==> config.mk <==
export PLATFORM = sky130hd
export DESIGN_NAME = eq_stage_pipe_flat
export DESIGN_NICKNAME = d
export VERILOG_FILES = /design/src/rtl/eq_pkg.sv /design/src/rtl/eq_stage_pipe_if.sv /design/src/rtl/eq_extend.sv /design/src/rtl/eq_stage_pipe.sv /design/src/flat_wrapper.sv
export SDC_FILE = /design/constraint.sdc
export NUM_CORES = 1
export LEC_CHECK = 0
export CAP_MARGIN = 20
export CORE_UTILIZATION = 40
export CTS_CLUSTER_SIZE = 24
export DETAILED_ROUTE_END_ITERATION = 16
export GPL_ROUTABILITY_DRIVEN = 0
export PLACE_DENSITY = 0.7
export SETUP_SLACK_MARGIN = 0.2
export SLEW_MARGIN = 20
export SYNTH_ARGS = -nofsm -noshare
export SYNTH_HDL_FRONTEND = slang
export SYNTH_SLANG_ARGS = --single-unit
==> constraint.sdc <==
create_clock -name clk -period 6.9 [get_ports clk]
set_clock_uncertainty 0.2 [all_clocks]
set_input_delay 1.38 -clock clk [delete_from_list [all_inputs] [get_ports clk]]
set_output_delay 1.38 -clock clk [all_outputs]
set_load 0.01 [all_outputs]
==> src/rtl/eq_pkg.sv <==
// eq_pkg: shared types for the four-valued equality stage.
//   tri_t    : three-state comparison outcome (T0 / T1 / TX)
//   op_t     : comparison opcode (==, !=, ===, !==)
//   tri_not  : logical negation of a three-state value; TX stays TX
package eq_pkg;

  typedef enum logic [1:0] {
    T0 = 2'b00,
    T1 = 2'b01,
    TX = 2'b10
  } tri_t;

  typedef enum logic [1:0] {
    EQ  = 2'd0,
    NE  = 2'd1,
    CEQ = 2'd2,
    CNE = 2'd3
  } op_t;

  function automatic tri_t tri_not(input tri_t t);
    case (t)
      T0:      return T1;
      T1:      return T0;
      default: return TX;
    endcase
  endfunction

endpackage

==> src/rtl/eq_stage_pipe_if.sv <==
// eq_stage_pipe_if: operand/result handshake bundle for eq_stage_pipe.
//   in_*      : operand pair (value + unknown mask + signedness per side), valid/ready
//   out_*     : three-state result stream, valid/ready
//   cnt_*     : running outcome tallies
//   clr       : synchronous tally clear
// master = producer/consumer side, slave = the stage itself.
interface eq_stage_pipe_if #(
  parameter int WA = 8,
  parameter int WB = 8,
  parameter int CW = 16
);
  import eq_pkg::*;

  logic          in_valid;
  logic          in_ready;
  op_t           in_op;
  logic [WA-1:0] a_val;
  logic [WA-1:0] a_xm;
  logic          a_signed;
  logic [WB-1:0] b_val;
  logic [WB-1:0] b_xm;
  logic          b_signed;
  logic          out_valid;
  logic          out_ready;
  tri_t          out_res;
  logic [CW-1:0] cnt_true;
  logic [CW-1:0] cnt_false;
  logic [CW-1:0] cnt_x;
  logic          clr;

  modport master (
    output in_valid, in_op, a_val, a_xm, a_signed, b_val, b_xm, b_signed,
           out_ready, clr,
    input  in_ready, out_valid, out_res, cnt_true, cnt_false, cnt_x
  );

  modport slave (
    input  in_valid, in_op, a_val, a_xm, a_signed, b_val, b_xm, b_signed,
           out_ready, clr,
    output in_ready, out_valid, out_res, cnt_true, cnt_false, cnt_x
  );

endinterface

==> src/rtl/eq_extend.sv <==
// eq_extend: widens one operand (value + unknown mask) from WI to WO bits.
//   val_i/xm_i  : operand value and unknown mask
//   sgn_i       : this operand is signed
//   peer_sgn_i  : the other operand is signed
//   val_o/xm_o  : extended value and mask
// Sign extension happens only when both sides are signed; the mask bit
// follows the MSB so an unknown sign bit yields unknown extension bits.
module eq_extend #(
  parameter int WI = 8,
  parameter int WO = 8
) (
  input  logic [WI-1:0] val_i,
  input  logic [WI-1:0] xm_i,
  input  logic          sgn_i,
  input  logic          peer_sgn_i,
  output logic [WO-1:0] val_o,
  output logic [WO-1:0] xm_o
);

  logic sx;
  assign sx = sgn_i & peer_sgn_i;

  always_comb begin
    val_o = WO'(val_i);
    xm_o  = WO'(xm_i);
    if (sx) begin
      for (int i = WI; i < WO; i++) begin
        val_o[i] = val_i[WI-1];
        xm_o[i]  = xm_i[WI-1];
      end
    end
  end

endmodule

==> src/rtl/eq_stage_pipe.sv <==
// eq_stage_pipe: two-stage pipelined four-valued equality.
//   clk, rst : clock (rising edge), asynchronous active-high reset
//   bus      : eq_stage_pipe_if slave -- operand pair in, three-state result
//              out, outcome tallies, tally clear
// Stage 1 holds the extended operands and opcode; stage 2 holds the result.
// Tallies count output handshakes by class and saturate.
module eq_stage_pipe
  import eq_pkg::*;
#(
  parameter int WA = 8,
  parameter int WB = 8,
  parameter int CW = 16
) (
  input  logic            clk,
  input  logic            rst,
  eq_stage_pipe_if.slave  bus
);

  localparam int W = (WA > WB) ? WA : WB;

  logic [W-1:0] a_val_d, a_xm_d, b_val_d, b_xm_d;

  eq_extend #(.WI(WA), .WO(W)) u_ext_a (
    .val_i(bus.a_val), .xm_i(bus.a_xm), .sgn_i(bus.a_signed),
    .peer_sgn_i(bus.b_signed), .val_o(a_val_d), .xm_o(a_xm_d)
  );

  eq_extend #(.WI(WB), .WO(W)) u_ext_b (
    .val_i(bus.b_val), .xm_i(bus.b_xm), .sgn_i(bus.b_signed),
    .peer_sgn_i(bus.a_signed), .val_o(b_val_d), .xm_o(b_xm_d)
  );

  // ---- handshake ----
  logic s1_v_q, s2_v_q;
  logic s1_ld, s2_ld, hs;

  assign bus.in_ready = !s1_v_q || !s2_v_q || bus.out_ready;
  assign s1_ld        = bus.in_valid && bus.in_ready;
  assign s2_ld        = (!s2_v_q || bus.out_ready) && s1_v_q;
  assign hs           = s2_v_q && bus.out_ready;

  // ---- stage 1 ----
  logic [W-1:0] a_val_q, a_xm_q, b_val_q, b_xm_q;
  op_t          op_q;

  always_ff @(posedge clk or posedge rst) begin
    if (rst) begin
      s1_v_q  <= 1'b0;
      op_q    <= EQ;
      a_val_q <= '0;
      a_xm_q  <= '0;
      b_val_q <= '0;
      b_xm_q  <= '0;
    end else begin
      if (s1_ld) begin
        s1_v_q  <= 1'b1;
        op_q    <= bus.in_op;
        a_val_q <= a_val_d;
        a_xm_q  <= a_xm_d;
        b_val_q <= b_val_d;
        b_xm_q  <= b_xm_d;
      end else if (s2_ld) begin
        s1_v_q  <= 1'b0;
      end
    end
  end

  // ---- compare ----
  tri_t res_d, eq_r;
  logic any_x, val_eq, case_eq;

  always_comb begin
    any_x   = |a_xm_q || |b_xm_q;
    val_eq  = (a_val_q == b_val_q);
    // === : masks must agree; value bits under a set mask are don't-care
    case_eq = (a_xm_q == b_xm_q) && (((a_val_q ^ b_val_q) & ~a_xm_q) == '0);
    eq_r    = any_x ? TX : (val_eq ? T1 : T0);
    res_d   = T0;
    case (op_q)
      EQ:      res_d = eq_r;
      NE:      res_d = tri_not(eq_r);
      CEQ:     res_d = case_eq ? T1 : T0;
      default: res_d = case_eq ? T0 : T1;
    endcase
  end

  // ---- stage 2 ----
  tri_t res_q;

  always_ff @(posedge clk or posedge rst) begin
    if (rst) begin
      s2_v_q <= 1'b0;
      res_q  <= T0;
    end else begin
      if (s2_ld) begin
        s2_v_q <= 1'b1;
        res_q  <= res_d;
      end else if (bus.out_ready) begin
        s2_v_q <= 1'b0;
      end
    end
  end

  assign bus.out_valid = s2_v_q;
  assign bus.out_res   = res_q;

  // ---- outcome tallies: [0]=true [1]=false [2]=x ----
  logic [2:0] inc;
  assign inc = {hs && (res_q == TX), hs && (res_q == T0), hs && (res_q == T1)};

  for (genvar k = 0; k < 3; k++) begin : g_cnt
    logic [CW-1:0] cnt_q;
    // clr has priority over a same-cycle increment
    always_ff @(posedge clk or posedge rst) begin
      if (rst)                          cnt_q <= '0;
      else if (bus.clr)                 cnt_q <= '0;
      else if (inc[k] && cnt_q != '1)   cnt_q <= cnt_q + CW'(1);
    end
  end

  assign bus.cnt_true  = g_cnt[0].cnt_q;
  assign bus.cnt_false = g_cnt[1].cnt_q;
  assign bus.cnt_x     = g_cnt[2].cnt_q;

endmodule

==> src/flat_wrapper.sv <==
// flat-port wrapper written by rule: the top's interface ports become plain ports
module eq_stage_pipe_flat import eq_pkg::*;
#(
  parameter int WA = 8,
  parameter int WB = 8,
  parameter int CW = 16
)
  (clk, rst, bus_in_valid, bus_in_op, bus_a_val, bus_a_xm, bus_a_signed, bus_b_val, bus_b_xm, bus_b_signed, bus_out_ready, bus_clr, bus_in_ready, bus_out_valid, bus_out_res, bus_cnt_true, bus_cnt_false, bus_cnt_x);
  eq_stage_pipe_if #(.WA(WA), .WB(WB), .CW(CW)) bus_i ();
  input  logic clk;
  input  logic rst;
  input wire logic [$bits(bus_i.in_valid)-1:0] bus_in_valid;
  input wire logic [$bits(bus_i.in_op)-1:0] bus_in_op;
  input wire logic [$bits(bus_i.a_val)-1:0] bus_a_val;
  input wire logic [$bits(bus_i.a_xm)-1:0] bus_a_xm;
  input wire logic [$bits(bus_i.a_signed)-1:0] bus_a_signed;
  input wire logic [$bits(bus_i.b_val)-1:0] bus_b_val;
  input wire logic [$bits(bus_i.b_xm)-1:0] bus_b_xm;
  input wire logic [$bits(bus_i.b_signed)-1:0] bus_b_signed;
  input wire logic [$bits(bus_i.out_ready)-1:0] bus_out_ready;
  input wire logic [$bits(bus_i.clr)-1:0] bus_clr;
  output wire logic [$bits(bus_i.in_ready)-1:0] bus_in_ready;
  output wire logic [$bits(bus_i.out_valid)-1:0] bus_out_valid;
  output wire logic [$bits(bus_i.out_res)-1:0] bus_out_res;
  output wire logic [$bits(bus_i.cnt_true)-1:0] bus_cnt_true;
  output wire logic [$bits(bus_i.cnt_false)-1:0] bus_cnt_false;
  output wire logic [$bits(bus_i.cnt_x)-1:0] bus_cnt_x;
  assign bus_i.in_valid = bus_in_valid;
  assign bus_i.in_op = bus_in_op;
  assign bus_i.a_val = bus_a_val;
  assign bus_i.a_xm = bus_a_xm;
  assign bus_i.a_signed = bus_a_signed;
  assign bus_i.b_val = bus_b_val;
  assign bus_i.b_xm = bus_b_xm;
  assign bus_i.b_signed = bus_b_signed;
  assign bus_i.out_ready = bus_out_ready;
  assign bus_i.clr = bus_clr;
  assign bus_in_ready = bus_i.in_ready;
  assign bus_out_valid = bus_i.out_valid;
  assign bus_out_res = bus_i.out_res;
  assign bus_cnt_true = bus_i.cnt_true;
  assign bus_cnt_false = bus_i.cnt_false;
  assign bus_cnt_x = bus_i.cnt_x;
  eq_stage_pipe #(.WA(WA), .WB(WB), .CW(CW)) u_core (.clk(clk), .rst(rst), .bus(bus_i));
endmodule
==> results of run 1 <==
layer usage:
metal | wire (um) | global-route usage, % | share of wire, %
met5 | 0 | 0 | 0
met4 | 155 | 7.65 | 1.7
met3 | 483 | 3.62 | 5.3
met2 | 4380 | 28.6 | 48
met1 | 4020 | 21.6 | 44
power by group:
group | switching, mW | internal (mW)
clock | 0.181 | 0.206
sequential | 0.0364 | 0.539
combinational | 0.0677 | 0.0902
total | 0.285 | 0.835
state kept, by name (all words and copies together), names as in the netlist:
name,flops
u_core.b_xm_q,8
u_core.b_val_q,8
u_core.a_xm_q,8
u_core.s1_v_q,1
u_core.op_q,2
u_core.bus.cnt_false,16
u_core.bus.out_res,2
u_core.bus.out_valid,1
u_core.bus.cnt_true,16
u_core.a_val_q,8
u_core.bus.cnt_x,16
layout make-up:
class / count / area (um^2)
flip-flops and latches: 86 / 2150
multi-input cells: 288 / 2040
inverters: 6 / 23.8
clock buffers: 11 / 131
well taps: 136 / 170
clock inverters: 5 / 82.6
repair buffers: 93 / 927
fillers: 912 / 4800
worst min path at each step:
| stage | from | to |
|---|---|---|
| 6_report | u_core.s1_v_q | u_core.bus.out_valid |
| 5_1_grt | u_core.s1_v_q | u_core.bus.out_valid |
| 4_1_cts | u_core.s1_v_q | u_core.bus.out_valid |
| 3_5_place_dp | u_core.s1_v_q | u_core.bus.out_valid |
| 3_3_place_gp | u_core.s1_v_q | u_core.bus.out_valid |
| 2_1_floorplan | u_core.s1_v_q | u_core.bus.out_valid |
cell families after synthesis:
kind of cell               synth area share, %
AOI/OAI and AO/OA                         8.44
DFF                                       50.6
adders and majority gates                0.882
and+or+nand+nor                           19.6
buffers and inverters                     1.47
xor gates and xnor gates                  9.06
muxes                                     9.97
through the flow:
stage | setup slack [ns] | std cells
finish | 2.67 | 625
global route | 2.61 | 625
floorplan | 3.10 | 390
CTS | 2.66 | 625
detailed placement | 2.67 | 609
global placement | 2.66 | 609
cells in the mapped netlist, drive strengths merged, types with 4 or more instances:
master and instances:
mux2 35, xor2 30, o31ai 4, nor3 8, and4 5, or3 9
o21ai 12, nor4 8, xnor2 14, nor3b 5, clkbuf 9, o211ai 8
nand4 16, and3 10, dfrtp 86, or4 9, inv 6, nand3 17
a21oi 12, nor2 38, nand2 14, nand2b 6
==> impl_results.md, run 1 <==
- Outcome: complete, no violations
- Critical Path End Type: output port
- Seq/Total Area, Yosys: 50.6%
- Worst R2R Setup Slack: about 4.6 ns
- Worst Setup Start Kind: primary input
- Relative slew slack: 41.0%
- Largest net degree at the start of global routing: 87
- Max stage delay on crit path: roughly 0.55 ns
- Count of cell types in the netlist: 46
- Hold WS: around 0.31 ns
- Avg WL per Cell: approximately 14 um
- CP max-delay cell: clkdlybuf4s50_1
- Synth Instances: about 400
- Most common cell after layout, fill and taps aside: clkdlybuf4s50_1
- Row count: 37
- Yosys reg bits: between 80 and 90
- Post-synth EDFFs: 0
- Placed Area: 0.00531 mm^2
- Yosys warns: 0
- RSZ-0062 raised after global routing: no
- Initial antenna violation count: 0
- CTS HTree Levels: 3
- Setup TNS: 0 ns
- ANT nets after route: 0
- Area Overhead vs Synth: 29.9%
- Share of layout cells above drive strength 1: 13.5%
- # DRC: 0
- Die W: about 110 um
- Leakage: 2.18 nW
- Avg Vias per Cell: between 5 and 6
- Fin. max-slew vios: 0
- Tcrit/Tclk final: about three fifths
- Root Buffer: clkbuf_8
- Worst Setup SP: bus_out_ready
- Critical Path AT: roughly 2.7 ns
- Antenna diodes: 0
- Share of the synthesized area in the top cell type: just over 50%
- Post CTS Setup Buffer Count: 0
- WP buf/inv: 2
- Reg-to-reg endpoint: u_core.bus.cnt_false[9]
- Initial DRT Pass Iterations: 4
- Initial core utilization: 41.2%
- Setup CP Type: in -> out
- Tmin final: approximately 4.2 ns
- Hold Path Depth: 1
- Final setup viols: 0
- DR iter-0 viols: between 100 and 150
- Post-synth ARST share: 100%
- Layout Nets: approximately 530
- Cells taking the most area after synthesis: dfrtp_1, mux2_2, xor2_1, nor2_1, xnor2_1
- Power per cell area: approximately 200 mW/mm^2
- Critical path's top delay family: buffers and inverters
- Clock buffer depth: 2
- Grt ovf: 0
- Levels on crit path: 3
- Total number of vias: ~3400
- Number of port buffers: 90
- DP HPWL: ~6.5 mm
- Max_cap viols: 0
- Commonest non-fill, non-tap cells in the layout: clkdlybuf4s50_1, dfrtp_1, nor2_1, mux2_2, xor2_1
- Clock Latency Late Sink: about 0.35 ns
- CTS tree: built
- Mapped cell area: roughly 0.0043 mm^2
- Critical-path cell list: clkdlybuf4s50_1, nand3b_1, clkdlybuf4s50_1
- Post-CTS Resized: 0
- GRT Total Usage: approximately 17%
- First-pass GRT wire length: between 15 and 20 mm
- Largest fanout on the critical path: 5
- Top-level I/O count: 93
- Req. time, crit path: 5.32 ns
- Cell area after layout: between 0.005 and 0.006 mm^2
- Main synth FF type: dfrtp_1
- Syn Nets: ~430
- Chip height: 105 um
- Vias in the first global route: approximately 3200
- Num CTS Buffers: 9
- Crit path top cell by count: clkdlybuf4s50_1
- Final Hold Vio Count: 0
- DIE AREA: approximately 0.011 mm^2
- Total chip power: around 1.1 mW
- R2R depth: 5
- Fmax: approximately 0.24 GHz
- Avg Inst Size Synth: 10.9 um^2
- Area leader, netlist: dfrtp_1
- End of the critical path: bus_in_ready
- Post-CTS Hold Buffers: 0
- Final Util: around 54%
- Worst-Margin Slew: a little under 0.9 ns
- Clock sinks: between 80 and 90
- Clock-pin slew on the worst setup and hold paths: 0.09 ns
- Worst Hold Class: reg -> reg
- Final wirelength: approximately 9 mm
- Worst flop-to-flop path startpoint: u_core.bus.out_valid
- Core Footprint: slightly above 0.01 mm^2
- VDD IR-drop max: roughly 99 uV
(Power assumes the default switching activity.)
==> run 2, diff against run 1 <==
==> constraint.sdc (replaced) <==
create_clock -name clk -period 4.4 [get_ports clk]
set_clock_uncertainty 0.2 [all_clocks]
set_input_delay 0.88 -clock clk [delete_from_list [all_inputs] [get_ports clk]]
set_output_delay 0.88 -clock clk [all_outputs]
set_load 0.01 [all_outputs]
==> impl_results.md, run 2 (same netlist as run 1, synthesis figures left out) <==
- Outcome: complete, no violations
- Placed Area: 0.00532 mm^2 (+0.28%)
- DIE AREA: 0.0111 mm^2 (unchanged)
- First-pass GRT wire length: 15.6 mm (+3.2%)
- Setup CP Type: in -> out
- # DRC: 0 (unchanged)
- Fillers: 900 (-1.3%)
- Final wirelength: 9.16 mm (+1.3%)
- Grt ovf: 0 (unchanged)
- Commonest non-fill, non-tap cells in the layout: clkdlybuf4s50_1, dfrtp_1, nor2_1, mux2_2, xor2_1
- Cell area after layout: 0.00557 mm^2 (+0.77%)
- WL met3: 410 um (-15%)
- Die W: 105 um (unchanged)
- Reg-to-reg endpoint: u_core.bus.cnt_true[0]
- Total chip power: 1.83 mW (+63%)
- Slack of the critical path: 1.14 ns (-1.53 ns)
- Initial DRT Pass Iterations: 4 (unchanged)
- Crit path top cell by count: clkdlybuf4s50_1
- DR top layer: met4
- Power per cell area: 328 mW/mm^2 (+62%)
- Leakage: 2.20 nW (+1.1%)
- Critical path's top delay family: buffers and inverters
- Total number of vias: 3363 (+0.36%)
- Post CTS Setup Buffer Count: 0 (unchanged)
- RSZ-0062 raised after global routing: no
- Final setup viols: 0 (unchanged)
- Clock-pin slew on the worst setup and hold paths: 0.09 ns (about the same)
- Hold path endpoint: u_core.bus.out_valid
- CP max-delay cell: clkdlybuf4s50_1
- Combinational power share: 13.7% (-0.4 points)
- Critical-path cell list: clkdlybuf4s50_1, nand3b_1, clkdlybuf4s50_1
- Clock buffer depth: 2 (unchanged)
- WL met1: 4.27 mm (+6.1%)
- R2R depth: 6 (+1)
- Max stage delay on crit path: 0.55 ns (about the same)
- Dpl ws: 1.15 ns (-1.52 ns)
- WP buf/inv: 2 (unchanged)
- Worst-Margin Slew: 0.836 ns (-0.0407 ns)
- Worst flop-to-flop path startpoint: u_core.bus.cnt_true[0]
- Initial antenna violation count: 0 (unchanged)
- Largest fanout on the critical path: 5 (unchanged)
- Final Hold Vio Count: 0 (unchanged)
- Share of layout cells above drive strength 1: 14.3% (+0.76 points)
- Clock power frac: 36.7% (+2.2 points)
- Largest net degree at the start of global routing: 35 (-60%)
- Worst Hold Class: reg -> reg
- Fin. max-slew vios: 0 (unchanged)
- Root Buffer: clkbuf_8
- Initial core utilization: 41.2% (unchanged)
- Vias in the first global route: 3234 (+0.81%)
- Top-level I/O count: 93 (unchanged)
- Met2 WL: 4.38 mm (about the same)
- Switch share: 25.1% (-0.32 points)
- Antenna diodes: 0 (unchanged)
- Core Footprint: 0.0103 mm^2 (unchanged)
- Sequential share of power: 49.6% (-1.8 points)
- Avg Vias per Cell: 5.36 (about the same)
- Final Util: 53.9% (+0.41 points)
- Clock sinks: 86 (unchanged)
- Hold Crit Start: u_core.s1_v_q
- Post-CTS Hold Buffers: 0 (unchanged)
- Post-CTS Resized: 0 (unchanged)
- Chip height: 105 um (unchanged)
- Tcrit/Tclk final: 74.0%
- Avg WL per Cell: 14.6 um (+0.97%)
- Area Overhead vs Synth: 30.9%
- Hold Path Depth: 1 (unchanged)
- DP HPWL: 6.58 mm (+1.8%)
- ANT nets after route: 0 (unchanged)
- Req. time, crit path: 3.32 ns (-2.00 ns)
- Int Pwr: 1.37 mW (+64%)
- CTS tree: built
- Layout Nets: 530 (+0.38%)
- Max_cap viols: 0 (unchanged)
- Relative slew slack: 43.8% (+2.7 points)
- Worst Setup Start Kind: primary input
- Sw power: 0.459 mW (+61%)
- Most common cell after layout, fill and taps aside: clkdlybuf4s50_1
- Number of port buffers: 90 (unchanged)
- Row count: 37 (unchanged)
- Setup TNS: 0 ns (unchanged)
- DR iter-0 viols: 130 (+11%)
- CTS HTree Levels: 3 (unchanged)
- Critical Path AT: 2.18 ns (-0.47 ns)
- Tmin final: between 3 and 4 ns
- GRT Total Usage: 17.5% (+0.28 points)
- Num CTS Buffers: 9 (unchanged)
- Clock Latency Late Sink: 0.35 ns (about the same)
- Fmax: ~0.31 GHz
- Worst R2R Setup Slack: 2.13 ns (-2.43 ns)
- Critical Path End Type: output port
- VDD IR-drop max: 173 uV (+75%)
## run 2: cell count changes in the layout (fill, tap and decap cells not counted)
cell       delta
buf_4         +3
buf_6         -1
clkbuf_1      -2
bufinv_16     +1
clkinv_4      +1
## run 2: routing by layer
metal / track usage, % / vias to the layer above
met4: 4.53 / 0
met3: 3.93 / 11
met5: 0 / -
met2: 29.2 / 71
met1: 23.0 / 1664
li1: - / 1617
## run 2: area by class of cell
| type | instances | area [um^2] | share of cell area [%] |
|---|---|---|---|
| sequential | 86 | 2150 | 38.6 |
| inverter | 6 | 23.8 | 0.427 |
| multi-input combinational | 288 | 2040 | 36.6 |
| clock buffer | 9 | 124 | 2.22 |
| tap | 136 | 170 | 3.06 |
| clock inverter | 7 | 121 | 2.18 |
| timing repair buffer | 95 | 938 | 16.9 |
## run 2: worst reg2reg max path: stages, from the launching register on
cell	delay, ns
dfrtp_1	0.45
ha_1	0.21
inv_1	0.06
or4_1	0.68
o21ai_2	0.30
xor2_1	0.21
nor2_1	0.05
## run 2: worst max-delay path by stage
stage             startpoint                       to  depth (start not counted)
6_report       bus_out_ready             bus_in_ready                          3
4_1_cts        bus_out_ready             bus_in_ready                          3
3_3_place_gp   bus_out_ready             bus_in_ready                          3
2_1_floorplan            rst        u_core.a_val_q[0]                          1
3_5_place_dp   bus_out_ready  u_core.bus.cnt_false[9]                          6
5_1_grt        bus_out_ready             bus_in_ready                          3
## run 2: per-stage QoR
stage	hold WS, ns	instances
finish	0.316	627
detailed placement	0.303	611
floorplan	0.257	390
global placement	0.292	611
global route	0.353	627
CTS	0.333	627
## run 2: power groups by stage
stage                     Sequential [mW]  Clock (mW)  Combinational [mW]
after floorplan                     0.908           0               0.157
after global placement              0.917           0               0.247
after detailed placement            0.920           0               0.253
after CTS                           0.906       0.685               0.255
after global routing                0.916       0.718               0.275
final                               0.906       0.671               0.250
